<file path="src/rtl/mem_port_arbiter.sv">
// Purpose : shares one memory port between instruction fetch and data load/store;
//           data beats fetch, write beats read when both d_read and d_write are high.
// Latency : done pulses 2 cycles after a request is seen in IDLE, +1 per mem_ready=0 cycle.
// Backpr. : requests are held until done; stall holds PC/regfile while an access is pending.
// Ports   : clock/Reset (async, active-high); fetch side if_req/if_addr -> if_rdata/if_done;
//           data side d_read/d_write/d_addr/d_wdata -> d_rdata/d_done; stall;
//           memory side mem_valid/mem_we/mem_addr/mem_wdata <- mem_ready/mem_rdata; mem_err.
// Config  : define MEM_TIMEOUT_EN to abort an access after TIMEOUT_CYCLES wait cycles,
//           returning ERR_DATA and setting the sticky mem_err flag.
module mem_port_arbiter #(
   parameter int                ADDR_W         = 32,
   parameter int                DATA_W         = 32,
   parameter int                TIMEOUT_CYCLES = 255,
   parameter logic [DATA_W-1:0] ERR_DATA       = 32'h00000013
) (
   input  logic              clock,
   input  logic              Reset,
   input  logic              if_req,
   input  logic [ADDR_W-1:0] if_addr,
   output logic [DATA_W-1:0] if_rdata,
   output logic              if_done,
   input  logic              d_read,
   input  logic              d_write,
   input  logic [ADDR_W-1:0] d_addr,
   input  logic [DATA_W-1:0] d_wdata,
   output logic [DATA_W-1:0] d_rdata,
   output logic              d_done,
   output logic              stall,
   output logic              mem_valid,
   output logic              mem_we,
   output logic [ADDR_W-1:0] mem_addr,
   output logic [DATA_W-1:0] mem_wdata,
   input  logic              mem_ready,
   input  logic [DATA_W-1:0] mem_rdata,
   output logic              mem_err
);

   typedef enum logic [1:0] {
      IDLE    = 2'd0,
      IF_WAIT = 2'd1,
      D_WAIT  = 2'd2
   } state_t;

   state_t            state;
   state_t            state_nxt;
   logic              d_req;
   logic              d_ok;
   logic              if_ok;
   logic              in_wait;
   logic              timeout_hit;
   logic              xfer_end;
   logic [DATA_W-1:0] rdata_cap;

   // Decode and combinational outputs. A requester whose done is high this
   // cycle is locked out so its still-asserted level request is not re-granted.
   always_comb begin
      d_req     = d_read | d_write;
      d_ok      = d_req & ~d_done;
      if_ok     = if_req & ~if_done;
      in_wait   = (state != IDLE);
      xfer_end  = in_wait & (mem_ready | timeout_hit);
      // Only a timeout can end a transfer without mem_ready.
      rdata_cap = mem_ready ? mem_rdata : ERR_DATA;
      stall     = (if_req & ~if_done) | (d_req & ~d_done);
   end

   // State register
   always_ff @(posedge clock or posedge Reset) begin
      if (Reset) state <= IDLE;
      else       state <= state_nxt;
   end

   // Next-state logic
   always_comb begin
      state_nxt = state;
      case (state)
         IDLE: begin
            if (d_ok)       state_nxt = D_WAIT;
            else if (if_ok) state_nxt = IF_WAIT;
         end
         IF_WAIT, D_WAIT: begin
            if (xfer_end) state_nxt = IDLE;
         end
         default: state_nxt = IDLE;
      endcase
   end

   // Registered memory request, captured read data and done pulses.
   always_ff @(posedge clock or posedge Reset) begin
      if (Reset) begin
         mem_valid <= 1'b0;
         mem_we    <= 1'b0;
         mem_addr  <= '0;
         mem_wdata <= '0;
         if_rdata  <= '0;
         d_rdata   <= '0;
         if_done   <= 1'b0;
         d_done    <= 1'b0;
      end else begin
         if_done <= 1'b0;
         d_done  <= 1'b0;
         case (state)
            IDLE: begin
               if (d_ok) begin
                  mem_valid <= 1'b1;
                  mem_we    <= d_write;  // write wins over a simultaneous read
                  mem_addr  <= d_addr;
                  mem_wdata <= d_wdata;
               end else if (if_ok) begin
                  mem_valid <= 1'b1;
                  mem_we    <= 1'b0;
                  mem_addr  <= if_addr;
               end
            end
            IF_WAIT: begin
               if (xfer_end) begin
                  mem_valid <= 1'b0;
                  if_done   <= 1'b1;
                  if_rdata  <= rdata_cap;
               end
            end
            D_WAIT: begin
               if (xfer_end) begin
                  mem_valid <= 1'b0;
                  d_done    <= 1'b1;
                  if (!mem_we) d_rdata <= rdata_cap;
               end
            end
            default: mem_valid <= 1'b0;
         endcase
      end
   end

`ifdef MEM_TIMEOUT_EN
   localparam int CNT_W = (TIMEOUT_CYCLES > 255) ? $clog2(TIMEOUT_CYCLES + 1) : 8;

   logic [CNT_W-1:0] wait_cnt;

   assign timeout_hit = (wait_cnt == CNT_W'(TIMEOUT_CYCLES));

   // Counter is held at zero in IDLE, so it always starts from zero on entering a WAIT state.
   always_ff @(posedge clock or posedge Reset) begin
      if (Reset) begin
         wait_cnt <= '0;
         mem_err  <= 1'b0;
      end else begin
         if (!in_wait)                        wait_cnt <= '0;
         else if (!mem_ready && !timeout_hit) wait_cnt <= wait_cnt + 1'b1;
         if (in_wait && timeout_hit && !mem_ready) mem_err <= 1'b1;
      end
   end
`else
   assign timeout_hit = 1'b0;
   assign mem_err     = 1'b0;
`endif

endmodule

</file>
<file path="config.mk">
export PLATFORM = sky130hd
export DESIGN_NAME = mem_port_arbiter
export DESIGN_NICKNAME = d
export VERILOG_FILES = /design/src/rtl/mem_port_arbiter.sv
export SDC_FILE = /design/constraint.sdc
export NUM_CORES = 1
export LEC_CHECK = 0
export ABC_AREA = 1
export ABC_CLOCK_PERIOD_IN_PS = 5800
export CORE_ASPECT_RATIO = 0.7
export CORE_MARGIN = 1
export CORE_UTILIZATION = 40
export DETAILED_ROUTE_END_ITERATION = 7
export GPL_TIMING_DRIVEN = 0
export PLACE_DENSITY = 0.84
export SETUP_SLACK_MARGIN = 0.4
export SLEW_MARGIN = 25
export SYNTH_ARGS = -nofsm -noshare
export SYNTH_HDL_FRONTEND = slang
export SYNTH_SLANG_ARGS = --single-unit
</file>
<file path="constraint.sdc">
create_clock -name clock -period 5.8 [get_ports clock]
set_input_delay 1.16 -clock clock [delete_from_list [all_inputs] [get_ports clock]]
set_output_delay 1.16 -clock clock [all_outputs]
set_load 0.01 [all_outputs]
</file>
; ---- Word level (Yosys, flattened, before mapping)
; Index checks and enable logic that the tools add are counted.
[totals]
register_bits = 134
[op_classes]
n_bitwise = 8
eq_ne = 4
muxes = 16
n_reduce_logical = 9
[op_table]
columns = cell, n
row1 = 2-to-1 mux 32 bit, 3
row2 = 2-to-1 mux 1 bit, 8
row3 = AND reduction 2 bit, 4
row4 = 2-to-1 mux 2 bit, 3
row5 = case mux 2 bit (2 select lines), 1
row6 = nonzero test 2 bit, 2
row7 = bitwise AND 1 bit, 3
row8 = "inequality test 3 bit, second input constant", 1
row9 = inverter 1 bit, 3
row10 = AND reduction 3 bit, 1
row11 = "== test 2 x 1 -> 1 bit, second input constant", 1
row12 = "== test 2 bit, second input constant", 1
row13 = logical NOT 2 bit, 1
row14 = "inequality test 2 x 1 -> 1 bit, second input constant", 1
row15 = bitwise OR 1 bit, 2
row16 = case mux 1 bit (2 select lines), 1
row17 = OR reduction 2 bit, 1

; ---- Longest topological paths before layout
; Gate-level depths: netlist of run 1.
[logic_depth]
depth_word = 5
ltp_mapped = 8

; ---- Worst setup path after synthesis of run 1
; No wires, ideal clock.
[synth_timing]
path_type = input -> output
startpoint = input d_write
endpoint = output stall
slack_ns = 3.092
t_arrival_ns = 1.548
path_stages = 2
path_buffers = 0
required_time_ns = 4.640
cell_sequence = o21ai_4 > nand2_1
[synth_via]
elab_chain_len = 3
[synth_lines]
columns = item, line_no
row1 = start: declaration, 23  ; input logic d_write,
row2 = bitwise OR 1 bit, 57  ; d_req = d_read | d_write;
row3 = bitwise AND 1 bit, 64  ; stall = (if_req & ~if_done) | (d_req & ~d_done);
row4 = bitwise OR 1 bit, 64
row5 = end: declaration, 28  ; output logic stall,
; Every way passes these cells.

; ---- Worst setup path after layout of run 1
; Ends and elaborated chain as after synthesis.

==> flow_metrics.tcl, run 1 <==
set metrics [dict create \
    outcome "completed" \
    ctsResizeCount 0 \
    overflow 0 \
    vias 5460 \
    drcViolationCount 0 \
    synth-async-reset-ratio 1.000 \
    die-area_um2 14530 \
    tritoncts "built" \
    p_per_area_nw_per_um2 527.3 \
    netlist_top_cells_area "dfrtp_1 (60%), nand2_1 (27%), o21ai_0 (2.9%)" \
    setup_violations 0 \
    hold_slack_ns 0.4698 \
    combPwrFrac 0.430 \
    drtIter0Drc 185 \
    crit_fanout 10 \
    crit_arrival_ns 2.62 \
    utilization 0.6822 \
    synthesis.area_um2 5618 \
    grt_pass1_wl_um 26920 \
    drive_above_1_share 0.05870 \
    start_util 0.4179 \
    pwr-share-clk 0.235 \
    slew_headroom 0.6109 \
    dr_wl_met2_um 8081 \
    postSynthAreaPerCell_um2 8.142 \
    rows 35 \
    drtAntennaViolNets 0 \
    synth-main-ff-cell "dfrtp_1" \
    yosysMostFrequentCell "nand2_1" \
    yosys_warnings 0 \
    dieHeight_um 101.2 \
    hold_viol_final 0 \
    path_buf_inv 2 \
    num-nets-final 1113 \
    critPathSlowestCell "clkdlybuf4s50_1" \
    fp.dieW_um 143.6 \
    htreeDepth 4 \
    power.internal_uw 3174 \
    leakagePower_uw 0.004539 \
    gr-usage-all-layers 0.2426 \
    design.core.area_um2 13440 \
    antenna_found_initial 0 \
    clock_skew_ns 0.01002 \
    ys_types 18 \
    power_uw 4836 \
    clk_path_buf_depth 2 \
    switchingPower_uw 1662 \
    max_freq_ghz 0.2643 \
    crit_chain "clkdlybuf4s50_1 > o21ai_4 > nand2_1 > clkdlybuf4s50_1" \
    num_antenna_cells 0 \
    synth-edff-count 0 \
    synth_seq_cells 134 \
    period_needed_ns 3.784 \
    wirelength_um 17180 \
    dp_cells 1142 \
    critPathMostFrequentCell "clkdlybuf4s50_1" \
    pin_count 268 \
    yosysTopAreaCellShare 0.5969 \
    cp.required_ns 4.64 \
    cts_sinks 134 \
    max_stage_delay_ns 0.52 \
    dr.pass1.iters 5 \
    p_sw_frac 0.3437 \
    crit_family "buffers and inverters" \
    synth_nets 827 \
    grt_pass1_vias 5312 \
    wl_per_cell_um 14.64 \
    top_layer "met4" \
    fin_crit_sh 0.6525 \
    drv_cap 0 \
    wl_met3_um 1729 \
    peakVddDrop_v 0.0002720 \
    cp-end-kind "primary output" \
    root_buffer "clkbuf_16" \
    grt_max_degree 98 \
    holdCritPathClass "register to register" \
    globalplace.congestion 0.7893 \
    final_cells 1173 \
    synth_common_cells "nand2_1 (402), dfrtp_1 (134), inv_1 (40)" \
    cts_setup_buffers 0 \
    cts.clk_slew.worst_paths_ns 0.05 \
    pwr-share-seq 0.335 \
    drt-met1-wl_um 7067 \
    numCtsBuffers 17 \
    path_class "input port to primary output" \
    holdBufCountCts 0 \
    postSynthCellCount 690 \
    tightest_slew_ns 0.5836 \
    ys_seq_area_frac 0.5969 \
    cp-start-kind "input port" \
    final-max-slew-violation-count 0 \
    fill_cells 1084 \
    dpl.hpwl_um 12790 \
    synthToLayoutAreaGrowth_pct 63.25 \
    clk_latency_ns 0.40 \
    synth_largest_area_cell "dfrtp_1" \
    portBuffers 266 \
    via_per_inst 4.655 \
    rsz0062_at_grt "false" \
    tns_ns 0 \
]
-- state kept, by name (all words and copies together), names as in the netlist --
name,flops
d_done,1
d_rdata,32
if_done,1
if_rdata,32
mem_addr,32
mem_valid,1
mem_wdata,32
mem_we,1
state,2
-- placed cells by master, fill, tap and decap left out --
cell type,n
a21oi_2,1
o21ai_4,1
conb_1,1
clkinv_2,2
nor2_2,1
clkdlybuf4s50_1,266
clkinvlp_4,1
nor3_4,1
inv_2,3
clkinv_4,3
inv_1,39
dfrtp_1,134
clkbuf_1,16
inv_8,1
o21ai_1,4
inv_6,4
buf_4,4
nand3_1,31
nand4_1,1
clkbuf_16,17
nor2_1,1
buf_16,1
bufinv_16,4
o21ai_0,32
buf_2,14
ha_1,3
nand2_1,402
-- path summary, 6_finish.rpt --
| kind | endpoint | startpoint | cells past startpoint | slack [ns] |
|---|---|---|---|---|
| min in group asynchronous | mem_wdata[31] | Reset | 2 | 1.18 |
| max in group asynchronous | mem_addr[29] | Reset | 3 | 3.86 |
| worst min register to register | mem_wdata[0] | mem_wdata[0] | 2 | 0.47 |
| worst max register to register | d_rdata[28] | state[1] | 7 | 3.77 |
| worst min-delay path | mem_wdata[0] | mem_wdata[0] | 2 | 0.47 |
| worst max-delay path | stall | d_write | 4 | 2.02 |
-- per-stage QoR --
step | instance area, µm² | worst slack [ns]
floorplan | 5618 | 1.057
global placement | 8512 | -0.8218
detailed placement | 8547 | 2.008
CTS | 9171 | 2.003
global route | 9171 | 1.931
finish | 9171 | 2.016
-- layout make-up --
type | instances | area [µm²] | area share
plain buffers | 34 | 160.2 | 0.01746
clock buffers | 17 | 425.4 | 0.04638
clock inverters | 14 | 198.9 | 0.02169
inverters | 43 | 168.9 | 0.01842
multi-input cells | 479 | 1943 | 0.2119
flip-flops and latches | 134 | 3353 | 0.3656
well taps | 185 | 231.5 | 0.02524
repair buffers | 267 | 2690 | 0.2933
-- routing by layer --
metal | up-vias | global-route usage
met3 | 23 | 0.08889
met4 | 0 | 0.07529
met1 | 2573 | 0.3005
met2 | 201 | 0.3981
li1 | 2663 | -
met5 | - | 0
-- worst register-to-register path, delay by kind of cell, from the launching register on --
kind,cells,cell delay (ns)
flip-flops,1,0.39
AO/OA/AOI/OAI,1,0.15
buffers and inverters,3,0.63
adder cells (fa/ha/maj),1,0.23
AND/OR/NAND/NOR,2,0.50
-- power by group through the flow --
stage	logic (µW)	clock network (µW)	registers, µW
global placement	2060	0	1610
floorplan	678	0	1810
finish	2080	1140	1620
global route	2280	1200	1680
detailed placement	2100	0	1620
CTS	2110	1160	1620
-- logic make-up after synthesis --
logic type               after synthesis  share of synthesized area
AND/OR/NAND/NOR                      437                     0.3020
flip-flops                           134                     0.5969
buffers and inverters                 77                    0.05724
AO/OA/AOI/OAI                         38                    0.03653
adder cells (fa/ha/maj)                3                   0.006682
other                                  1                  0.0006675
Power figures use the tool's default switching activity.
==> run 2, diff against run 1 <==
- ABC_CLOCK_PERIOD_IN_PS: 5800 -> 3700
- clock period: 5.8 -> 3.7 ns (I/O delays scaled with it)
==> run 2 against run 1 <==
Net effect:
- largest power group unchanged
- largest cell class unchanged
- sequential share of layout area barely moved
- via count fell by 0.35%
- first-iteration DRC count down 12%
- clock skew increased by 0.0086 ns
- critical endpoint unchanged
- combinational power up 58%
==> flow_metrics.tcl, run 2 (same netlist as run 1, synthesis figures left out) <==
set metrics [dict create \
    cp-end-kind "primary output" \
    critPathMostFrequentCell "clkdlybuf4s50_1" \
    pin_count 268 \
    fp.dieW_um 143.6 \
    critPathSlowestCell "clkdlybuf4s50_1" \
    cts_sinks 134 \
    numCtsBuffers 17 \
    final-max-slew-violation-count 0 \
    tns_ns 0 \
    fin_crit_sh 0.7953 \
    rows 35 \
    slew_headroom 0.6331 \
    crit_fanout 10 \
    gr-usage-all-layers 0.2486 \
    clock_skew_ns 0.01860 \
    design.core.area_um2 13440 \
    setup_violations 0 \
    dieHeight_um 101.2 \
    path_class "input port to primary output" \
    drtAntennaViolNets 0 \
    utilization 0.6825 \
    grt_use_met1 0.3031 \
    dr.pass1.iters 4 \
    holdBufCountCts 0 \
    clk_path_buf_depth 2 \
    cp.required_ns 2.96 \
    crit_family "buffers and inverters" \
    top_usage_layer "met2" \
    antenna_found_initial 0 \
    tritoncts "built" \
    root_buffer "clkbuf_16" \
    grt_max_degree 31 \
    p_per_area_nw_per_um2 806.3 \
    portBuffers 266 \
    num-nets-final 1117 \
    dpl.hpwl_um 13200 \
    power_uw 7398 \
    num_antenna_cells 0 \
    grt_pass1_vias 5412 \
    hold_viol_final 0 \
    gr-usage-met3 0.09125 \
    die-area_um2 14530 \
    drcViolationCount 0 \
    drv_cap 0 \
    tightest_slew_ns 0.5504 \
    globalplace.congestion 0.7824 \
    crit_arrival_ns 2.20 \
    max_freq_ghz 0.3399 \
    vias 5441 \
    peakVddDrop_v 0.0003738 \
    via_per_inst 4.619 \
    hold_slack_ns 0.4705 \
    htreeDepth 4 \
    wl_per_cell_um 14.97 \
    ctsResizeCount 0 \
    drtIter0Drc 162 \
    met2_usage 0.4100 \
    leakagePower_uw 0.004535 \
    cts.clk_slew.worst_paths_ns 0.05 \
    grt_pass1_wl_um 27290 \
    period_needed_ns 2.942 \
    path_buf_inv 2 \
    overflow 0 \
    outcome "completed" \
    final_cell_mix "nand2_1 (402), clkdlybuf4s50_1 (266), dfrtp_1 (134), inv_1 (39), o21ai_0 (32)" \
    max_stage_delay_ns 0.53 \
    crit_chain "clkdlybuf4s50_1 > o21ai_4 > nand2_1 > clkdlybuf4s50_1" \
    cp-start-kind "input port" \
    wirelength_um 17630 \
    clk_latency_ns 0.41 \
    synthToLayoutAreaGrowth_pct 63.32 \
    holdCritPathClass "register to register" \
    start_util 0.4179 \
    final_common_cell "nand2_1" \
    rsz0062_at_grt "false" \
    cts_setup_buffers 0 \
    reg2reg_slack_ns 1.69 \
    drive_above_1_share 0.06143 \
]
run 2: cell count changes in the layout (fill, tap and decap cells not counted), sizes merged:
cell,before,now
buf,19,23
bufinv,4,0
clkbuf,33,37
clkinvlp,1,2
run 2: power breakdown:
| part | total [µW] | switching (µW) | internal, µW | leakage (µW) |
|---|---|---|---|---|
| combinational | 3290 | 1590 | 1690 | 0.00259 |
| clock | 1560 | 654 | 907 | 0.000269 |
| sequential | 2550 | 395 | 2160 | 0.00167 |
| total | 7400 | 2640 | 4760 | 0.00454 |
run 2: path summary, 6_finish.rpt:
path | cells past startpoint | startpoint | to
max in group asynchronous | 5 | Reset | d_rdata[16]
worst min register to register | 2 | mem_wdata[27] | mem_wdata[27]
worst min-delay path | 2 | mem_wdata[27] | mem_wdata[27]
worst max register to register | 8 | state[0] | if_rdata[15]
min in group asynchronous | 2 | Reset | mem_wdata[8]
worst max-delay path | 4 | d_write | stall
run 2: tightest hold or removal path, delay by kind of cell (launching register included):
kind	cells	cell delay, ns
DFF	1	0.34
and+or+nand+nor	2	0.10
run 2: metrics by stage:
stage / cell area [µm²] / setup slack (ns) / cells
after floorplan: 5622 / 1.295 / 690
after global placement: 8516 / 0.05737 / 1141
after detailed placement: 8623 / 0.7527 / 1146
after CTS: 9175 / 0.7502 / 1178
after global routing: 9175 / 0.6826 / 1178
final: 9175 / 0.7576 / 1178
run 2: cell type report:
class	instances	area [µm²]
Buffer	34	160.2
Clock buffer	21	460.4
Clock inverter	11	91.34
Fill cell	1099	4269
Inverter	43	165.2
Multi-Input combinational cell	479	1943
Sequential cell	134	3353
Tap cell	185	231.5
Timing Repair Buffer	271	2770
run 2: metal layers:
| layer | share of wire | wire (µm) | vias up |
|---|---|---|---|
| met2 | 0.47 | 8281 | 199 |
| li1 | - | - | 2679 |
| met5 | 0 | 0 | - |
| met3 | 0.095 | 1680 | 21 |
| met4 | 0.015 | 261 | 0 |
| met1 | 0.42 | 7407 | 2542 |
